File: config.mk
export PLATFORM = sky130hd
export DESIGN_NAME = bin_frame_packer
export DESIGN_NICKNAME = d
export VERILOG_FILES = /design/src/rtl/bin_frame_packer.sv
export SDC_FILE = /design/constraint.sdc
export NUM_CORES = 1
export LEC_CHECK = 0
export CAP_MARGIN = 20
export CORE_ASPECT_RATIO = 1.2
export CORE_MARGIN = 8
export CORE_UTILIZATION = 35
export DETAILED_ROUTE_END_ITERATION = 7
export PLACE_DENSITY = 0.64
export SETUP_SLACK_MARGIN = 0.2
export SYNTH_ARGS = -nofsm -noshare
export SYNTH_HDL_FRONTEND = slang
export SYNTH_SLANG_ARGS = --single-unit
File: constraint.sdc
create_clock -name clk_in -period 8.4 [get_ports clk_in]
set_clock_uncertainty 0.15 [all_clocks]
set_input_delay 1.68 -clock clk_in [delete_from_list [all_inputs] [get_ports clk_in]]
set_output_delay 1.68 -clock clk_in [all_outputs]
set_load 0.05 [all_outputs]
File: src/rtl/bin_frame_packer.sv
`default_nettype none
// ============================================================================
// Module   : bin_frame_packer
// Purpose  : Packs a binarized pixel stream into WORD_W-bit framebuffer
//            words. The camera valid/coordinate stream is delayed DELAY
//            cycles so it lines up with bin_in. Accepted pixels are packed
//            LSB-first (bit k = column word_base + k) and written with a
//            linear word address. A frame starts at an accepted (0,0) and
//            ends when its last word is written.
// Ports    : clk_in, rst_in (async, active-high)
//            valid_in, hcount_in, vcount_in : undelayed camera strobe/coords
//            bin_in                         : pixel bit, DELAY cycles later
//            we_out, addr_out, data_out     : registered BRAM write port
//            frame_done_out                 : 1-cycle pulse after last word
//            ones_count_out                 : only with BIN_PACK_ONES_COUNT_EN
// Macro    : BIN_PACK_ONES_COUNT_EN adds the per-frame count of 1 pixels.
// Revision : 1.0 - initial release
// ============================================================================
module bin_frame_packer #(
    parameter int H_PIX  = 320,
    parameter int V_PIX  = 240,
    parameter int WORD_W = 16,
    parameter int ADDR_W = 13,
    parameter int DELAY  = 4
) (
    input  logic              clk_in,
    input  logic              rst_in,
    input  logic              valid_in,
    input  logic [10:0]       hcount_in,
    input  logic [9:0]        vcount_in,
    input  logic              bin_in,
    output logic              we_out,
    output logic [ADDR_W-1:0] addr_out,
    output logic [WORD_W-1:0] data_out,
`ifdef BIN_PACK_ONES_COUNT_EN
    output logic [ADDR_W+4:0] ones_count_out,
`endif
    output logic              frame_done_out
);

    localparam int                c_WPR      = H_PIX / WORD_W;
    localparam int                c_BIT_W    = $clog2(WORD_W);
    localparam logic [ADDR_W-1:0] c_LAST_IDX = ADDR_W'(H_PIX * V_PIX / WORD_W - 1);
    localparam logic [c_BIT_W-1:0] c_TOP_BIT = c_BIT_W'(WORD_W - 1);

    typedef enum logic [0:0] {
        WAIT_SOF = 1'b0,
        CAPTURE  = 1'b1
    } state_t;

    state_t r_state, w_state_nxt;

    // Alignment delay line for the strobe and coordinates.
    logic [DELAY-1:0]       r_vld_dly;
    logic [DELAY-1:0][10:0] r_h_dly;
    logic [DELAY-1:0][9:0]  r_v_dly;

    logic              r_pend;
    logic [ADDR_W-1:0] r_idx;
    logic [WORD_W-1:0] r_acc;
    logic              r_we;
    logic [ADDR_W-1:0] r_addr;
    logic [WORD_W-1:0] r_data;
    logic              r_done_pend;
    logic              r_frame_done;

    logic               w_vld;
    logic [10:0]        w_h;
    logic [9:0]         w_v;
    logic               w_accept;
    logic               w_sof;
    logic [ADDR_W-1:0]  w_idx;
    logic [c_BIT_W-1:0] w_bit;
    logic               w_take;
    logic               w_flush;
    logic               w_full;
    logic               w_we_nxt;
    logic               w_pend_nxt;
    logic               w_done;
    logic [WORD_W-1:0]  w_acc_nxt;
    logic [ADDR_W-1:0]  w_wr_addr;
    logic [WORD_W-1:0]  w_wr_data;

    always_ff @(posedge clk_in or posedge rst_in) begin
        if (rst_in) begin
            r_vld_dly <= '0;
            r_h_dly   <= '0;
            r_v_dly   <= '0;
        end else begin
            r_vld_dly[0] <= valid_in;
            r_h_dly[0]   <= hcount_in;
            r_v_dly[0]   <= vcount_in;
            for (int i = 1; i < DELAY; i++) begin
                r_vld_dly[i] <= r_vld_dly[i-1];
                r_h_dly[i]   <= r_h_dly[i-1];
                r_v_dly[i]   <= r_v_dly[i-1];
            end
        end
    end

    assign w_vld    = r_vld_dly[DELAY-1];
    assign w_h      = r_h_dly[DELAY-1];
    assign w_v      = r_v_dly[DELAY-1];
    assign w_accept = w_vld && (32'(w_h) < H_PIX) && (32'(w_v) < V_PIX);
    assign w_sof    = w_accept && (w_h == 11'd0) && (w_v == 10'd0);
    assign w_idx    = ADDR_W'(32'(w_v) * c_WPR + 32'(w_h) / WORD_W);
    assign w_bit    = c_BIT_W'(32'(w_h) % WORD_W);

    // State register
    always_ff @(posedge clk_in or posedge rst_in) begin
        if (rst_in) begin
            r_state <= WAIT_SOF;
        end else begin
            r_state <= w_state_nxt;
        end
    end

    // Next-state and write decision
    always_comb begin
        w_state_nxt = r_state;
        w_take      = 1'b0;
        w_flush     = 1'b0;
        w_full      = 1'b0;
        w_acc_nxt   = r_acc;
        w_pend_nxt  = r_pend;
        w_done      = 1'b0;

        case (r_state)
            WAIT_SOF: begin
                if (w_sof) begin
                    w_take      = 1'b1;
                    w_state_nxt = CAPTURE;
                end
            end
            CAPTURE: begin
                if (w_accept) begin
                    w_take  = 1'b1;
                    w_flush = r_pend && (w_idx != r_idx);
                end
            end
            default: w_state_nxt = WAIT_SOF;
        endcase

        if (w_take) begin
            // A flushed or already-written word restarts from all zeros;
            // otherwise the bit is merged (a duplicate overwrites its bit).
            w_acc_nxt        = (w_flush || !r_pend) ? '0 : r_acc;
            w_acc_nxt[w_bit] = bin_in;
            w_full           = (w_bit == c_TOP_BIT);
            // If a flush and a completion coincide (column jump landing on
            // the top bit), the flush wins this cycle and the new word stays
            // pending until the next index change.
            w_pend_nxt       = !(w_full && !w_flush);
        end

        w_we_nxt  = w_flush || w_full;
        w_wr_addr = w_flush ? r_idx : w_idx;
        w_wr_data = w_flush ? r_acc : w_acc_nxt;

        // A flush forced by a new (0,0) aborts the frame without completion.
        if (w_we_nxt && (w_wr_addr == c_LAST_IDX) && !w_sof) begin
            w_done      = 1'b1;
            w_pend_nxt  = 1'b0;
            w_state_nxt = WAIT_SOF;
        end
    end

    always_ff @(posedge clk_in or posedge rst_in) begin
        if (rst_in) begin
            r_pend       <= 1'b0;
            r_idx        <= '0;
            r_acc        <= '0;
            r_we         <= 1'b0;
            r_addr       <= '0;
            r_data       <= '0;
            r_done_pend  <= 1'b0;
            r_frame_done <= 1'b0;
        end else begin
            r_we   <= w_we_nxt;
            r_pend <= w_pend_nxt;
            if (w_we_nxt) begin
                r_addr <= w_wr_addr;
                r_data <= w_wr_data;
            end
            if (w_take) begin
                r_acc <= w_acc_nxt;
                r_idx <= w_idx;
            end
            // Delayed one extra cycle so the pulse follows the last we_out.
            r_done_pend  <= w_done;
            r_frame_done <= r_done_pend;
        end
    end

    assign we_out         = r_we;
    assign addr_out       = r_addr;
    assign data_out       = r_data;
    assign frame_done_out = r_frame_done;

`ifdef BIN_PACK_ONES_COUNT_EN
    logic [ADDR_W+4:0] r_ones;
    logic [ADDR_W+4:0] r_ones_out;

    always_ff @(posedge clk_in or posedge rst_in) begin
        if (rst_in) begin
            r_ones     <= '0;
            r_ones_out <= '0;
        end else begin
            if (w_sof) begin
                r_ones <= (ADDR_W+5)'(bin_in);
            end else if (w_take && bin_in) begin
                r_ones <= r_ones + 1'b1;
            end
            // Latched together with frame_done_out, after the last pixel
            // of the frame has been counted.
            if (r_done_pend) begin
                r_ones_out <= r_ones;
            end
        end
    end

    assign ones_count_out = r_ones_out;
`endif

endmodule
`default_nettype wire

[Word-level counts from Yosys, hierarchy flattened]
Index checks and enable logic that the tools add are counted.
Cells by class
  $add $sub $neg: 1
  $mul: 1
  magnitude comparators: 4
  equal/unequal tests: 3
  multiplexer cells: 18
  bitwise gates (word level): 1
  reduce and logical (&&, ||, !) cells: 18
Operator list (count)
  two-way mux 16 bit: 3
  bitwise mux 16 bit: 1
  adder 13 x 7 -> 13 bit: 1
  equality test 13 bit (second input constant): 1
  two-way mux 13 bit: 1
  inequality test 13 bit: 1
  zero test 11 bit: 1
  < comparator 11 x 9 -> 1 bit (second input constant): 1
  multiplier 10 x 3 -> 11 bit (second input constant): 1
  two-way mux 1 bit: 11
  zero test 10 bit: 1
  < comparator 10 x 8 -> 1 bit (second input constant): 1
  logical AND 1 bit: 9
  < comparator 4 x 5 -> 1 bit (second input constant): 1
  demux 1 bit (select 4 bit): 1
  equality test 4 bit (second input constant): 1
  >= comparator 4 x 1 -> 1 bit (second input constant): 1
  zero test 1 bit: 4
  logical OR 1 bit: 2
  one-hot mux 1 bit (2 select lines): 1
  nonzero test 2 bit: 1
  inverter 1 bit: 1
Storage, ports and cells
  bits in registers: 151
  bits of input ports: 25
  output and inout port bits: 31

[Longest topological paths before layout]
Gate-level depths: netlist of the first run.
  depth in word-level cells: 12
  mapped depth: 15

[Worst setup path after synthesis of the first run]
Ideal clock, no wire load.
  path kind: reg2reg
  from: reg r_v_dly, in the netlist w_v[1]
  to: reg r_state
  setup time: 123 ps
  data arrival time: 3498 ps
  data required time: 8127 ps
  slack: 4629 ps
  stages on the path, launching flop included: 15
  buffers on the path: 1
  period minus slack after synthesis: 3771 ps
  cells stage by stage: dfrtp_1 -> ha_1 -> ha_1 -> fa_1 -> ha_1 -> o21ai_0 -> nor2_1 -> o211a_1 -> and2_2 -> xnor3_1 -> nor4b_4 -> a311oi_4 -> buf_6 -> mux2i_1 -> nor2_1
On the way
  longest elaborated chain between the ends: 11
Ends and longest elaborated chain
  from (decl): line 56  | logic [DELAY-1:0][9:0] r_v_dly;
  from (signal, indexed assignment): line 96  | r_v_dly[i] <= r_v_dly[i-1];
  multiplier 10 x 3 -> 11 bit / < comparator 10 x 8 -> 1 bit (equally long branches): line 106, 104
  adder 13 x 7 -> 13 bit / logical AND 1 bit (equally long branches): line 106, 104
  inequality test 13 bit / logical AND 1 bit (equally long branches): line 138, 105
  logical AND 1 bit (on tied branches): line 138, 105
  two-way mux 1 bit (on tied branches): line 136, 130
  two-way mux 1 bit / one-hot mux 1 bit (2 select lines) (equally long branches): line 128  | case (r_state)
  two-way mux 13 bit / two-way mux 1 bit (equally long branches): line 157, 144
  equality test 13 bit / logical OR 1 bit (equally long branches): line 161, 156
  logical AND 1 bit (2 in series): line 161  | if (w_we_nxt && (w_wr_addr == c_LAST_IDX) && !w_sof) begin
  two-way mux 1 bit (*): line 161
  net w_state_nxt: line 51  | state_t r_state, w_state_nxt;
  to (signal assigned): line 114  | r_state <= w_state_nxt;
  to (decl): line 51
Mark *: on every way through the listed nets, which the timed path passes. The rest lies on a longest branch.
A chain may end at the register's enable or synchronous reset.

[Worst setup path after layout of the first run]
Ends and elaborated chain as after synthesis.

==> results.json, run 1 <==
{
  "finalPower_mw": 1.67,
  "wl_met2_um": 5910,
  "syn_nets": 588,
  "required_ns": 8.55,
  "synth_xor_area_share_pct": 4.52,
  "avgSynthCellArea_um2": 11.6,
  "dr_wl_met3_um": 625,
  "synth.distinct_cells": 59,
  "grt_first_pass_wirelength_um": 20900,
  "maxCapViolCount": 0,
  "antenna_found_initial": 0,
  "worst_pin_slew_ns": 0.763,
  "cts_sinks": 151,
  "clock_latency_ns": 0.42,
  "drtIter0Drc": 402,
  "coreArea_mm2": 0.0176,
  "numCtsBuffers": 17,
  "grt_pass1_vias": 4304,
  "cts-root-buf": "clkbuf_16",
  "grt_max_degree": 87,
  "die_w_um": 138,
  "synth-edff-count": 0,
  "clkTransAtPathRegs_ns": 0.06,
  "holdCritStartpoint": "r_v_dly[29]",
  "critical_path_arrival_ns": 4.50,
  "fmax_ghz": 0.230,
  "dieHeight_um": 163,
  "r2r-start": "w_v[1]",
  "area_delta_synth_final_pct": 21.5,
  "critPathCaptureType": "flip-flop",
  "initial_utilization_pct": 35.7,
  "drc": 0,
  "crit_start": "w_v[1]",
  "wl_met1_um": 5420,
  "grt_usage_pct": 11.4,
  "path_class": "reg -> reg",
  "synthArstFlopShare_pct": 100,
  "yosysWarnings": 0,
  "powerDensity_mw_per_mm2": 219,
  "p_leak_nw": 3.23,
  "overflow": 0,
  "postCtsHoldBufs": 0,
  "dr.max_layer_used": "met4",
  "status": "complete, no violations",
  "dr_total_vias": 4211,
  "drive_above_1_share_pct": 8.66,
  "crit_fanout": 77,
  "dpl.hpwl_um": 8580,
  "die_area_mm2": 0.0225,
  "synth_seq_area_share_pct": 60.2,
  "syn-cell-area_mm2": 0.00628,
  "port_buffers": 55,
  "synth-adder-area-share_pct": 4.62,
  "cts_tree": "done",
  "r2r_slack_ns": 4.05,
  "viasPerCell": 5.06,
  "num_rows": 53,
  "dr.pass1.iters": 5,
  "postSynth.topFlopCell": "dfrtp_1",
  "cts_setup_buffers": 0,
  "route.antenna.remaining_nets": 0,
  "hold_viol_final": 0,
  "syn_inst": 541,
  "wirelength_um": 12300,
  "pin_count": 56,
  "hp-class": "reg -> reg",
  "final_max_slew_viol_count": 0,
  "synth_mux_area_share_pct": 2.55,
  "min_period_over_period_pct": 51.8,
  "clockBufferDepth": 2,
  "yosys_register_bits": 151,
  "htree_num_levels": 4,
  "globalplace.congestion": 0.830,
  "placed_area_mm2": 0.00704,
  "wl_per_cell_um": 14.7,
  "cp-start-kind": "flip-flop",
  "final_area_mm2": 0.00763,
  "final_common_cell": "dfrtp_1",
  "final_cell_mix": "dfrtp_1 (151), nand2_1 (85), clkdlybuf4s50_1 (55)",
  "synthSimpleGateAreaFrac_pct": 12.5,
  "maxSlewHeadroom_pct": 48.7,
  "rsz0062_at_grt": "false",
  "n_antenna_cell": 0,
  "synth_top_family_by_area": "compound AO/OA/AOI/OAI gates",
  "ctsResizeCount": 0,
  "vdd_ir_drop_max_uv": 171,
  "num-fill-cells": 1616,
  "tns_ns": 0,
  "fin_hold_ws_ns": 0.193,
  "min_period_ns": 4.35,
  "nets": 646,
  "synth-compound-area-share_pct": 12.9,
  "finalSetupViolations": 0
}
-- final timing paths --
kind                                    end  cells after the start
worst min-delay path                 w_v[9]                      0
worst max-delay path                r_state                     14
min in group asynchronous       r_h_dly[16]                      2
max in group asynchronous        r_v_dly[8]                      3
worst min register to register       w_v[9]                      0
worst max register to register      r_state                     14
-- worst max-delay path, stage by stage (launching register included) --
cell	delay [ns]
dfrtp_1	0.42
ha_1	0.31
ha_1	0.23
fa_1	0.44
ha_1	0.32
o21ai_0	0.09
nor2_1	0.08
o211a_1	0.25
and2_2	0.22
xnor3_1	0.33
nor4b_4	0.15
a311oi_4	0.28
buf_4	0.58
mux2i_1	0.32
nor2_1	0.07
-- layout make-up --
class / instances / area (um^2) / share of cell area, %
clock buffers: 19 / 443 / 5.81
clock inverters: 13 / 146 / 1.92
inverters: 14 / 57.6 / 0.755
multi-input cells: 355 / 2340 / 30.6
flip-flops and latches: 151 / 3780 / 49.5
well taps: 220 / 275 / 3.61
repair buffers: 60 / 588 / 7.71
-- power by group --
part	total, mW	internal, mW	switching, mW
combinational	0.160	0.0659	0.0945
sequential	0.760	0.749	0.0111
clock	0.748	0.448	0.300
-- flip-flops by register name, summed over array words and instances, names as in the netlist, 4 cells and up --
| signal | flops |
|---|---|
| r_vld_dly | 4 |
| addr_out | 13 |
| w_h | 11 |
| r_v_dly | 30 |
| w_v | 10 |
| r_acc | 16 |
| r_h_dly | 33 |
| data_out | 16 |
| r_idx | 13 |
-- cells in the mapped netlist, types with 8 or more instances --
library cell / instances / area share, %
ha_1: 20 / 4.0
o21ai_1: 16 / 1.3
nor2_1: 34 / 2.0
a21oi_1: 28 / 2.2
nor2b_1: 8 / 0.80
clkbuf_1: 13 / 0.78
nand2_1: 85 / 5.1
dfrtp_1: 151 / 60
inv_1: 14 / 0.84
o21ai_0: 30 / 2.4
mux2i_1: 16 / 2.6
xnor2_1: 12 / 1.7
-- metal layers --
metal | track usage [%] | up-vias
met1 | 13.5 | 2049
li1 | - | 2007
met5 | 0 | -
met3 | 3.70 | 28
met2 | 18.3 | 127
met4 | 5.94 | 0
-- cells by family after synthesis --
| family | after synthesis |
|---|---|
| AO/OA/AOI/OAI | 125 |
| flip-flops | 151 |
| XOR/XNOR | 25 |
| multiplexers | 16 |
| buffers and inverters | 35 |
| AND/OR/NAND/NOR | 167 |
| adder cells (fa/ha/maj) | 22 |
-- through the flow --
| step | setup WS [ns] | cells | utilization (%) |
|---|---|---|---|
| 4_1_cts | 4.03 | 832 | 43.4 |
| 3_5_place_dp | 4.03 | 800 | 40.0 |
| 3_3_place_gp | 4.10 | 800 | 40.0 |
| 6_report | 4.05 | 832 | 43.4 |
| 2_1_floorplan | 2.51 | 541 | - |
| 5_1_grt | 3.73 | 832 | 43.4 |
No activity file was read; power rests on OpenSTA's default activity.
==> run 2: changes to the inputs <==
==> constraint.sdc (replaced) <==
create_clock -name clk_in -period 4.4 [get_ports clk_in]
set_clock_uncertainty 0.15 [all_clocks]
set_input_delay 0.88 -clock clk_in [delete_from_list [all_inputs] [get_ports clk_in]]
set_output_delay 0.88 -clock clk_in [all_outputs]
set_load 0.05 [all_outputs]
==> run 2 against run 1 <==
Against the previous run: sequential cell count unchanged; via count increased by 0.26%; die area unchanged; first-iteration DRC count decreased by 37%; non-clock buffer count increased by 14; largest cell class unchanged; clock power increased by 91%; critical path type unchanged; core utilization increased by 1.0 points.
==> results.json, run 2 (same netlist as run 1, synthesis figures left out) <==
{
  "wl_per_cell_um": 15.0,
  "final_common_cell": "dfrtp_1",
  "critPathCaptureType": "flip-flop",
  "multi_input_area_mm2": 0.00235,
  "pin_count": 56,
  "htree_num_levels": 4,
  "cts-root-buf": "clkbuf_16",
  "grt_first_pass_wirelength_um": 21000,
  "hp-class": "reg -> reg",
  "status": "complete, no violations",
  "path_delay_family": "adder cells",
  "viasPerCell": 4.99,
  "dr_total_vias": 4222,
  "drc": 0,
  "holdCritStartpoint": "r_v_dly[27]",
  "postCtsHoldBufs": 0,
  "clock_latency_ns": 0.41,
  "min_to": "w_v[7]",
  "worst_pin_slew_ns": 0.784,
  "powerDensity_mw_per_mm2": 409,
  "rsz0062_at_grt": "false",
  "coreArea_mm2": 0.0176,
  "maxSlewHeadroom_pct": 47.7,
  "cp_slowest_stage_delay_ns": 0.44,
  "drtIter0Drc": 255,
  "crit_fanout": 24,
  "area_delta_synth_final_pct": 24.4,
  "grt_pass1_vias": 4326,
  "finalPower_mw": 3.19,
  "cts_sinks": 151,
  "fin_hold_ws_ns": 0.192,
  "wirelength_um": 12700,
  "initial_utilization_pct": 35.7,
  "seqCellArea_mm2": 0.00378,
  "min_period_ns": 4.00,
  "final_area_mm2": 0.00781,
  "dp_slack_ns": 0.269,
  "dieHeight_um": 163,
  "hold_depth": 0,
  "clockBufferDepth": 2,
  "vdd_ir_drop_max_uv": 319,
  "route.antenna.remaining_nets": 0,
  "final_max_slew_viol_count": 0,
  "grt_max_degree": 102,
  "worst-path-buf-inv": 2,
  "r2r_slack_ns": 0.40,
  "clkTransAtPathRegs_ns": 0.06,
  "port_buffers": 55,
  "nets": 660,
  "fmax_ghz": 0.250,
  "grt_usage_pct": 11.4,
  "min_period_over_period_pct": 90.9,
  "cp-start-kind": "flip-flop",
  "antenna_found_initial": 0,
  "p_leak_nw": 3.31,
  "cts_tree": "done",
  "placed_area_mm2": 0.00711,
  "n_antenna_cell": 0,
  "slowest_stage": "fa_1",
  "finalSetupViolations": 0,
  "required_ns": 4.54,
  "drive_above_1_share_pct": 10.7,
  "reg_top3": "r_h_dly: 33 flops, r_v_dly: 30 flops",
  "globalplace.congestion": 0.822,
  "critical_path_arrival_ns": 4.14,
  "dr.pass1.iters": 5,
  "overflow": 0,
  "worstRegToRegCells": 14,
  "largest_reg_flops": 33,
  "r2r-end": "r_acc[11]",
  "r2r-start": "w_v[1]",
  "dpl.hpwl_um": 8840,
  "worst_slack_ns": 0.401,
  "hold_viol_final": 0,
  "path_cells": "ha_1 -> ha_1 -> fa_1 -> ha_1 -> o21ai_0 -> nor2_1 -> o211a_1 -> nand4_2 -> xor2_4 -> xor2_2 -> a311oi_4 -> buf_4 -> clkbuf_16 -> o22ai_1",
  "die_w_um": 138,
  "crit_top_cell": "ha_1",
  "maxCapViolCount": 0,
  "num_rows": 53,
  "numCtsBuffers": 17,
  "die_area_mm2": 0.0225,
  "path_class": "reg -> reg",
  "final_cell_mix": "dfrtp_1 (151), nand2_1 (85), clkdlybuf4s50_1 (55)",
  "top_register": "r_h_dly",
  "num-fill-cells": 1571,
  "tns_ns": 0
}
## run 2: report_power, final
part / switching (mW) / internal [mW] / total, mW
clock: 0.570 / 0.856 / 1.43
sequential: 0.0213 / 1.43 / 1.45
combinational: 0.183 / 0.132 / 0.315
## run 2: repair_timing
| item | in CTS | in global routing |
|---|---|---|
| setup buffers | 0 | 5 |
| setup endpoints to repair | 0 | 11 |
| resized for setup | 0 | 3 |
## run 2: how the worst max path moves through the flow
stage / startpoint / endpoint / slack (ns) / depth (start not counted)
final: w_v[1] / r_acc[11] / 0.40 / 14
after global placement: w_v[1] / addr_out[1] / 0.39 / 14
after global routing: w_v[1] / data_out[1] / 0.22 / 15
after detailed placement: w_v[1] / addr_out[1] / 0.27 / 14
after CTS: w_v[1] / addr_out[1] / 0.25 / 14
after floorplan: w_v[1] / r_state / 0.63 / 14
## run 2: final cells by class
class	count	share of cell area, %
inverters	14	0.721
clock buffers	19	5.67
well taps	220	3.53
clock inverters	13	1.86
multi-input cells	355	30.1
flip-flops and latches	151	48.4
repair buffers	74	9.74
## run 2: worst reg2reg max path, stage by stage, from the launching register on
cell and delay, ns:
dfrtp_1 0.42, ha_1 0.31, ha_1 0.24, fa_1 0.44, ha_1 0.33, o21ai_0 0.09, nor2_1 0.20, o211a_1 0.20
nand4_2 0.16, xor2_4 0.22, xor2_2 0.19, a311oi_4 0.43, buf_4 0.21, clkbuf_16 0.18, o22ai_1 0.11
## run 2: per-layer routing
layer	global-route usage (%)	routed length, um	up-vias
met4	5.10	252	0
met3	3.44	587	23
li1	-	-	2027
met5	0	0	-
met2	18.9	6360	116
met1	13.4	5490	2056
## run 2: per-stage QoR
stage	cells	util [%]
2_1_floorplan	541	-
3_3_place_gp	807	40.5
3_5_place_dp	807	40.5
4_1_cts	839	43.8
5_1_grt	846	44.4
6_report	846	44.4
